**src/rtl/spawn_scheduler.sv**
```systemverilog
// Frame-driven spawn scheduler: warm-up FSM, per-lane object lifetimes, global launch gap,
// and a round-robin single-grant arbiter that launches at most one lane per video frame.
module spawn_lane #(
    parameter int TRAVEL_FRAMES = 12
) (
    input  logic clk,
    input  logic rst_n,
    input  logic tick,
    input  logic launch,
    output logic active
);
    localparam int LW = ($clog2(TRAVEL_FRAMES + 1) < 1) ? 1 : $clog2(TRAVEL_FRAMES + 1);

    logic [LW-1:0] life;

    always_ff @(posedge clk or negedge rst_n) begin
        if (!rst_n)                      life <= '0;
        else if (launch)                 life <= LW'(TRAVEL_FRAMES);
        else if (tick && life != '0)     life <= life - 1'b1;
    end

    assign active = (life != '0);
endmodule

module spawn_scheduler #(
    parameter int LANES         = 3,
    parameter int MAX_ACTIVE    = 2,
    parameter int TRAVEL_FRAMES = 12,
    parameter int MIN_GAP       = 4,
    parameter int WARMUP        = 30
) (
    input  logic                       clk,
    input  logic                       rst_n,
    input  logic                       run,
    input  logic                       frame_tick,
    input  logic [19:0]                random,
    output logic [LANES-1:0]           spawn_en,
    output logic [LANES-1:0]           active,
    output logic [$clog2(LANES+1)-1:0] active_count,
    output logic [1:0]                 state,
    output logic [15:0]                spawned_total
);
    localparam int CW = $clog2(LANES + 1);
    localparam int PW = ($clog2(LANES) < 1) ? 1 : $clog2(LANES);
    localparam int GW = ($clog2(MIN_GAP + 1) < 1) ? 1 : $clog2(MIN_GAP + 1);
    localparam int WW = ($clog2(WARMUP + 1) < 1) ? 1 : $clog2(WARMUP + 1);

    localparam logic [1:0] S_IDLE = 2'b00;
    localparam logic [1:0] S_WARM = 2'b01;
    localparam logic [1:0] S_RUN  = 2'b10;

    logic [PW-1:0]    rr_ptr, rr_next;
    logic [GW-1:0]    gap;
    logic [WW-1:0]    warm;
    logic [LANES-1:0] req, elig, grant;
    logic             grant_ok;

    genvar g;
    generate
        for (g = 0; g < LANES; g++) begin : g_lane
            assign req[g] = &random[3*g +: 3];
            spawn_lane #(.TRAVEL_FRAMES(TRAVEL_FRAMES)) u_lane (
                .clk    (clk),
                .rst_n  (rst_n),
                .tick   (frame_tick),
                .launch (grant[g]),
                .active (active[g])
            );
        end
    endgenerate

    always_comb begin
        active_count = '0;
        for (int i = 0; i < LANES; i++) active_count = active_count + CW'(active[i]);
    end

    // Eligibility and capacity look at pre-tick lifetimes, so a lane expiring this tick waits a frame.
    assign elig     = req & ~active & {LANES{frame_tick && run && state == S_RUN}};
    assign grant_ok = (|elig) && (gap == '0) && (32'(active_count) < MAX_ACTIVE);

    always_comb begin
        grant   = '0;
        rr_next = rr_ptr;
        for (int off = 0; off < LANES; off++) begin
            int idx;
            idx = int'(rr_ptr) + off;
            if (idx >= LANES) idx = idx - LANES;
            if (grant_ok && grant == '0 && elig[idx]) begin
                grant[idx] = 1'b1;
                rr_next    = (idx + 1 == LANES) ? '0 : PW'(idx + 1);
            end
        end
    end

    // Dropping run leaves IDLE immediately, independent of the frame tick.
    always_ff @(posedge clk or negedge rst_n) begin
        if (!rst_n) begin
            state <= S_IDLE;
            warm  <= '0;
        end else if (!run) begin
            state <= S_IDLE;
            warm  <= '0;
        end else if (frame_tick) begin
            case (state)
                S_IDLE: begin
                    state <= S_WARM;
                    warm  <= WW'(WARMUP);
                end
                S_WARM: begin
                    if (warm == '0) state <= S_RUN;
                    else            warm  <= warm - 1'b1;
                end
                S_RUN:   state <= S_RUN;
                default: state <= S_IDLE;
            endcase
        end
    end

    always_ff @(posedge clk or negedge rst_n) begin
        if (!rst_n) begin
            spawn_en      <= '0;
            gap           <= '0;
            rr_ptr        <= '0;
            spawned_total <= '0;
        end else begin
            spawn_en <= grant;
            if (|grant) begin
                gap           <= GW'(MIN_GAP);
                rr_ptr        <= rr_next;
                spawned_total <= spawned_total + 16'd1;
            end else if (frame_tick && gap != '0) begin
                gap <= gap - 1'b1;
            end
        end
    end
endmodule

```
**config.mk**
```make
export PLATFORM = sky130hd
export DESIGN_NAME = spawn_scheduler
export DESIGN_NICKNAME = d
export VERILOG_FILES = /design/src/rtl/spawn_scheduler.sv
export SDC_FILE = /design/constraint.sdc
export NUM_CORES = 1
export LEC_CHECK = 0
export ABC_CLOCK_PERIOD_IN_PS = 6000
export CAP_MARGIN = 0
export CORE_AREA = 3 3 70 85
export DETAILED_ROUTE_END_ITERATION = 16
export DIE_AREA = 0 0 73 88
export PLACE_DENSITY = 0.76
export SYNTH_ARGS = -nofsm -noshare
export SYNTH_HDL_FRONTEND = slang
export SYNTH_HIERARCHICAL = 1
export SYNTH_SLANG_ARGS = --single-unit
```
**constraint.sdc**
```tcl
create_clock -name clk -period 6 [get_ports clk]
set_input_delay 1.2 -clock clk [delete_from_list [all_inputs] [get_ports clk]]
set_output_delay 1.2 -clock clk [all_outputs]
set_load 0.1 [all_outputs]
```
* Word level (Yosys, flattened, before mapping)
Index checks and enable logic that the tools add are counted.
Word-level totals: memories 0, ROM bits 0, latch bits 0, bits in registers 43, memory bits (writable) 0, input bits 24
Cells by class: multiplexer cells 43, shifts and indexed selects 0, bitwise logic cells 5, $add $sub $neg 16, equality and inequality tests 9, reduce and logical (&&, ||, !) cells 38, order comparisons 10, multiply operators 0, divide/modulo/power cells 0
Operators with widths (number):
- 32-bit by 2-bit adder with 32-bit output (second input constant) | 3
- 32-bit by 3-bit equality test with 1-bit output (second input constant) | 3
- 32-bit by 1-bit >= comparator with 1-bit output (second input constant) | 3
- 32-bit by 4-bit less-than comparator with 1-bit output (second input constant) | 3
- 32-bit 2-to-1 mux | 3
- 4-bit 2-to-1 mux | 6
- 2-bit 2-to-1 mux | 9
- 16-bit by 1-bit adder with 16-bit output (second input constant) | 1
- 1-bit logical AND | 16
- 3-bit 2-to-1 mux | 5
- 5-bit 2-to-1 mux | 3
- 3-bit AND reduction | 4
- 4-bit nonzero test | 3
- 4-bit by 1-bit subtractor with 4-bit output (second input constant) | 3
- 5-bit one-hot mux with 2 select lines | 1
- 3-bit logical NOT | 3
- 1-bit 2-to-1 mux | 9
- 2-bit nonzero test | 4
- 3-bit by 2-bit subtractor with 4-bit output (second input constant) | 2
- 3-bit bitwise AND | 2
- 1-bit binary-select mux with 2-bit select | 3
- 1-bit demux with 2-bit select | 3
- 3-bit by 2-bit >= comparator with 1-bit output (second input constant) | 2
- 3-bit inequality test (second input constant) | 2
- 21 further kinds | 25

* Logic depth before layout (Yosys ltp)
Gate-level depths: netlist (run 1).
depth after elaboration 19, mapped depth 10

* Cells and area by module
Netlist (run 1), hierarchy kept.
Modules (own cells, without submodules):
- spawn_scheduler | area each 1931.9 um^2, seq. area each 775.7 um^2, cells an instance 198, times used 1
- spawn_lane | area each 211.5 um^2, seq. area each 100.1 um^2, cells an instance 21, times used 3

* Worst setup path before layout (run 1)
OpenSTA, ideal clock, no wires.
path type reg-to-output, from register g_lane[0].u_lane.life[0], to output active_count[0], setup slack 2.142 ns, data arrival time 2.658 ns, stages on the path, launching flop included 6, path buffers 1, cell sequence dfrtp_1 -> inv_1 -> ha_1 -> or3b_1 -> clkbuf_2 -> fa_1
On the way: cells in the longest elaborated chain, start to end 3
Ends and longest elaborated chain:
- start, declared | line 14 | logic [LW-1:0] life;
- start signal, assigned | line 18 | else if (launch) life <= LW'(TRAVEL_FRAMES);
- start signal, assigned | line 19 | else if (tick && life != '0) life <= life - 1'b1;
- 4-bit nonzero test | line 22 | assign active = (life != '0);
- net active[0] | line 38 | output logic [LANES-1:0] active,
- 1-bit by 1-bit adder with 2-bit output | line 74 | for (int i = 0; i < LANES; i++) active_count = active_count + CW'(active[i]);
- 2-bit by 1-bit adder with 2-bit output | line 74
- end, declared | line 39 | output logic [$clog2(LANES+1)-1:0] active_count,
The timed path passes the listed nets, and every way through them passes these cells.

* Worst setup path after layout (run 1)
from register g_lane[1].u_lane.life[0], to output active_count[0]
On the way: cells in the longest elaborated chain, start to end 3
Ends and longest elaborated chain (line):
- start, declared | 14
- start signal, assigned | 18
- start signal, assigned | 19
- 4-bit nonzero test | 22
- 1-bit by 1-bit adder with 2-bit output | 74
- 2-bit by 1-bit adder with 2-bit output | 74
No other way between the ends.

==> reports/qor.yml, run 1 <==
clock-root-buffer: "clkbuf_8"
ioPinCount: 50
cts_sinks: 43
worst_pin_slew_ns: 0.978
rsz0062_at_grt: "false"
yosys.area.top_type: "dfrtp_1"
drt-total-wl_mm: 5.11
powerDensity_nw_per_um2: 322
drtIter0Drc: 140
cts_setup_buffers: 0
numCtsBuffers: 5
status: "completed"
setup_viol: 0
n_fill_cell: 449
drive_gt1_share_pct: 8.03
synth-edff-count: 0
synth_top_area_share_pct: 41.9
worstPathRequired_ns: 4.80
worst-path-max-fanout: 9
cts_tree: "done"
layout.cells.non_filler: 361
timing.final.ws_setup_ns: 1.64
grt_pass1_vias: 1866
cp_data_arrival_time_ns: 3.16
cp-start-kind: "flip-flop"
setup-tns-final_ns: 0
place_inst: 353
ir_drop_mv: 0.191
finalCriticalPeriod_ns: 4.36
clk_latency_ns: 0.29
p_leak_nw: 1.39
clk_pin_slew_worst_paths_ns: 0.08
hpwl_mm: 3.62
dp_slack_ns: 1.96
portBuffers: 38
synth.avg_cell_area_um2: 9.83
synth_top_flop_cell: "dfrtp_1"
ys_ff_latch: 43
overflow: 0
syn_area_um2: 2570
finalHoldViolCount: 0
area_growth_pct: 20.2
grt_use_total_pct: 16.7
first_pass_iters: 4
min_path_type: "reg2reg"
async_flop_share_pct: 100
ctsHoldBuffers: 0
ys_warn_count: 6
grt_pass1_wl_mm: 8.47
routed_via_density: 5.63
maxSlewHeadroom_pct: 34.6
dr_total_vias: 2031
nNetsFinal: 338
crit_type: "reg2out"
floorplan.rows: 29
antenna_found_initial: 0
num_antenna_cells: 0
coreArea_um2: 5260
fin_crit_sh_pct: 72.7
grt_max_degree: 44
r2r_slack_ns: 3.06
synth_cells: 261
htreeDepth: 2
cts_buffer_depth: 2
ant_nets: 0
gp_congestion: 0.805
post-route-util_pct: 58.6
die-area_um2: 6420
die_h_um: 88
wl_per_cell_um: 14.1
cts_resized: 0
synthTopCellsByArea: "dfrtp_1 (42%), ha_1 (7.3%), xnor2_1 (3.8%)"
synthesis.nets: 301
ys_seq_area_share_pct: 41.9
endpoint_kind: "output port"
yosysUniqueCellTypes: 51
max_cap_viol_count: 0
fin_skew_ns: 0.00286
die_w_um: 73
holdWs_ns: 0.479
drv_slew: 0
start_util_pct: 48.8
max_freq_mhz: 229
drc: 0
-- layout make-up --
cell class,instances,area (um2),share of cell area [%]
multi-input combinational,189,1360,43.9
clock inverter,2,35.0,1.14
inverter,20,75.1,2.43
clock buffer,6,82.6,2.68
tap,62,77.6,2.52
sequential,43,1080,34.9
timing repair buffer,39,383,12.4
-- cell usage in the layout, fill, tap and decap left out, types with 2 or more instances in the layout --
cell type and count:
a211o_2 3, a21o_1 5, a21oi_1 15, a22oi_1 2
a311oi_1 4, a31oi_1 5, and3_1 4, and4b_1 2
clkbuf_8 6, clkdlybuf4s50_1 37, dfrtp_1 43, ha_1 15
inv_1 20, mux2i_1 4, nand2_1 23, nand2b_1 2
nand3_1 11, nand3b_1 2, nand4_1 4, nand4b_1 2
nor2_1 11, nor2b_1 5, nor3_1 13, nor3b_1 3
nor4_1 2, nor4b_1 2, o21ai_0 9, o21bai_1 3
o22ai_1 2, or3b_1 3, xnor2_1 11, xor2_1 5
-- layer usage --
metal | global-route usage, % | vias up | part of all wire (%)
met3 | 3.79 | 9 | 3.5
met1 | 21.0 | 975 | 46
met2 | 28.1 | 44 | 49
met5 | 0 | - | 0
li1 | - | 1003 | -
met4 | 5.70 | 0 | 1.6
-- critical path: stages, from the launching register on --
cell	delay, ns
dfrtp_1	0.39
inv_1	0.10
ha_1	0.17
or3b_1	0.50
fa_1	0.57
clkdlybuf4s50_1	1.13
-- kinds of logic (layout without fill, tap and decap cells) --
group | Yosys count | in the layout | synth area share [%]
AO/OA/AOI/OAI | 52 | 52 | 13.9
flip-flops | 43 | 43 | 41.9
multiplexers | 5 | 5 | 2.00
adder cells (fa/ha/maj) | 17 | 17 | 8.53
XOR/XNOR | 16 | 16 | 5.46
buffers and inverters | 29 | 67 | 5.27
AND/OR/NAND/NOR | 99 | 99 | 22.9
-- registers in the layout, indices dropped and copies added (netlist names) --
register / flops
g_lane.u_lane/life: 12
spawned_total: 16
rr_ptr: 2
gap: 3
spawn_en: 3
state: 2
warm: 5
-- stage by stage --
| stage | power [mW] | cell area [um2] |
|---|---|---|
| after floorplan | 0.687 | 2570 |
| after global placement | 0.751 | 2970 |
| after detailed placement | 0.766 | 2970 |
| after CTS | 1.00 | 3080 |
| after global routing | 1.06 | 3080 |
| final | 0.993 | 3080 |
-- power breakdown --
part           internal (mW)  switching (mW)
Clock                  0.135          0.0995
Sequential             0.347          0.0417
Combinational          0.134           0.236
Total                  0.615           0.377
-- cells in the mapped netlist (5+ instances only) --
library cell / number
dfrtp_1: 43
nand2_1: 23
inv_1: 20
a21oi_1: 15
ha_1: 15
nor3_1: 13
nand3_1: 11
nor2_1: 11
xnor2_1: 11
o21ai_0: 9
a21o_1: 5
a31oi_1: 5
nor2b_1: 5
xor2_1: 5
-- final timing paths --
kind                                                 startpoint                                    to  depth (start not counted)
setup / recovery           g_lane[1].u_lane/life[0]$_DFFE_PN0P_                       active_count[0]                          5
hold / removal                    spawned_total[15]$_DFFE_PN0P_         spawned_total[15]$_DFFE_PN0P_                          1
setup reg to reg           g_lane[0].u_lane/life[0]$_DFFE_PN0P_  g_lane[0].u_lane/life[2]$_DFFE_PN0P_                          9
hold reg to reg                   spawned_total[15]$_DFFE_PN0P_         spawned_total[15]$_DFFE_PN0P_                          1
max in group asynchronous                                 rst_n  g_lane[0].u_lane/life[2]$_DFFE_PN0P_                          1
min in group asynchronous                                 rst_n  g_lane[2].u_lane/life[3]$_DFFE_PN0P_                          1
(Power assumes the default switching activity.)
==> run 2, diff against run 1 <==
Settings changed: ABC_CLOCK_PERIOD_IN_PS 6000 to 3700, CORE_AREA 3 3 70 85 to 3 3 72 87, DIE_AREA 0 0 73 88 to 0 0 75 90, PLACE_DENSITY 0.76 to 0.75.
Clock period 6 ns to 3.7 ns, I/O delays scaled along.
==> reports/qor.yml, run 2 (synthesized netlist as in run 1, its figures left out) <==
p_leak_nw: 1.37  # -1.4%
max_freq_mhz: 328
die_h_um: 90  # +2.3%
maxSlewHeadroom_pct: 33.8  # -0.75 points
drc: 0  # unchanged
place_inst: 353  # unchanged
max_cap_viol_count: 0  # unchanged
die_w_um: 75  # +2.7%
status: "completed"
cts_setup_buffers: 0  # unchanged
grt_max_degree: 44  # unchanged
fin_skew_ns: 0.00467  # +0.00181 ns
hpwl_mm: 3.84  # +6.1%
r2r_slack_ns: 0.69  # -2.37 ns
layout.cells.non_filler: 361  # unchanged
endpoint_kind: "output port"
antenna_found_initial: 0  # unchanged
drt-total-wl_mm: 5.25  # +2.8%
overflow: 0  # unchanged
final_cell_mix: "dfrtp_1 (43), clkdlybuf4s50_1 (32), nand2_1 (23), inv_1 (20)"
drtIter0Drc: 126  # -10%
drive_gt1_share_pct: 9.03  # +1.0 points
p_comb_share_pct: 39.4  # +2.1 points
crit_type: "reg2out"
ir_drop_mv: 0.335  # +75%
fin_crit_sh_pct: 82.3
gp_congestion: 0.887  # +10%
min_path_type: "reg2reg"
clk_latency_ns: 0.29  # about the same
largest_reg_flops: 16  # unchanged
regMostFlops: "spawned_total"
cts_tree: "done"
first_pass_iters: 4  # unchanged
die-area_um2: 6750  # +5.1%
numCtsBuffers: 5  # unchanged
area_growth_pct: 18.3
grt_pass1_wl_mm: 8.79  # +3.8%
routed_via_density: 5.68  # +0.98%
setup-tns-final_ns: 0  # unchanged
ant_nets: 0  # unchanged
grt_pass1_vias: 2020  # +8.3%
htreeDepth: 2  # unchanged
finalHoldViolCount: 0  # unchanged
clkPwrFrac_pct: 18.7  # -4.9 points
coreArea_um2: 5410  # +2.8%
num_antenna_cells: 0  # unchanged
rsz0062_at_grt: "false"
ioPinCount: 50  # unchanged
finalCriticalPeriod_ns: 3.05
wl_per_cell_um: 14.5  # +2.8%
worst_pin_slew_ns: 0.989  # +0.0112 ns
portBuffers: 38  # unchanged
worstPathRequired_ns: 2.96  # -1.84 ns
ctsHoldBuffers: 0  # unchanged
cp-start-kind: "flip-flop"
dr_total_vias: 2051  # +0.98%
clock-root-buffer: "clkbuf_8"
floorplan.rows: 29  # unchanged
worst-path-max-fanout: 8  # -1
start_util_pct: 47.5  # -1.3 points
drv_slew: 0  # unchanged
mostFrequentLayoutCell: "dfrtp_1"
cts_resized: 0  # unchanged
setup_viol: 0  # unchanged
reg_top3: "spawned_total: 16 flops, g_lane.u_lane/life: 12 flops, warm: 5 flops"
seq_power_share_pct: 41.9  # +2.8 points
nNetsFinal: 338  # unchanged
clk_pin_slew_worst_paths_ns: 0.08  # about the same
power_mw: 1.51  # +52%
cts_sinks: 43  # unchanged
powerDensity_nw_per_um2: 498  # +55%
cp_data_arrival_time_ns: 2.31  # -0.85 ns
grt_use_total_pct: 16.3  # -0.41 points
internal_power_mw: 0.903  # +47%
net-switching-power_mw: 0.607  # +61%
swShare_pct: 40.2  # +2.2 points
cts_buffer_depth: 2  # unchanged
run 2: changes by cell type in the layout (fill, tap and decap cells not counted):
cell	before	now
clkdlybuf4s50_1	37	32
clkbuf_1	0	2
bufinv_16	1	0
clkbuf_8	6	5
buf_4	1	6
run 2: layout make-up:
cell class              count  area [um2]
fillers                   476        2370
multi-input cells         189        1360
flip-flops and latches     43        1080
repair buffers             39         370
well taps                  62        77.6
clock buffers               7        76.3
inverters                  20        75.1
clock inverters             1        5.00
run 2: final timing paths:
path | from | depth (start not counted) | endpoint
setup / recovery | g_lane[0].u_lane/life[0]$_DFFE_PN0P_ | 5 | active_count[0]
hold / removal | spawned_total[15]$_DFFE_PN0P_ | 1 | spawned_total[15]$_DFFE_PN0P_
setup reg to reg | g_lane[0].u_lane/life[0]$_DFFE_PN0P_ | 9 | g_lane[0].u_lane/life[2]$_DFFE_PN0P_
hold reg to reg | spawned_total[15]$_DFFE_PN0P_ | 1 | spawned_total[15]$_DFFE_PN0P_
max in group asynchronous | rst_n | 1 | gap[2]$_DFFE_PN0P_
min in group asynchronous | rst_n | 1 | spawned_total[10]$_DFFE_PN0P_
run 2: per-stage QoR:
step | worst slack [ns] | hold WS [ns] | area [um2] | utilization, %
after floorplan | 0.175 | 0.444 | 2570 | -
after global placement | 0.742 | 0.456 | 2950 | 54.6
after detailed placement | 0.707 | 0.471 | 2950 | 54.6
after CTS | 0.623 | 0.483 | 3040 | 56.1
after global routing | 0.482 | 0.512 | 3040 | 56.1
final | 0.654 | 0.479 | 3040 | 56.1
run 2: critical path: stages, from the launching register on:
cell	delay, ns
dfrtp_1	0.39
inv_1	0.10
ha_1	0.16
or3b_1	0.51
fa_1	0.58
buf_4	0.28
run 2: routing by layer:
metal  wire [um]  GRT usage [%]
met1        2230           19.1
met2        2710           27.4
met5           0              0
met3         183           4.02
met4         125           6.82
run 2: power groups by stage:
| stage | Combinational [mW] | Clock, mW | Sequential (mW) |
|---|---|---|---|
| 3_3_place_gp | 0.579 | 0 | 0.635 |
| 2_1_floorplan | 0.470 | 0 | 0.645 |
| 4_1_cts | 0.603 | 0.296 | 0.632 |
| 3_5_place_dp | 0.601 | 0 | 0.640 |
| 6_report | 0.595 | 0.283 | 0.632 |
| 5_1_grt | 0.651 | 0.319 | 0.644 |
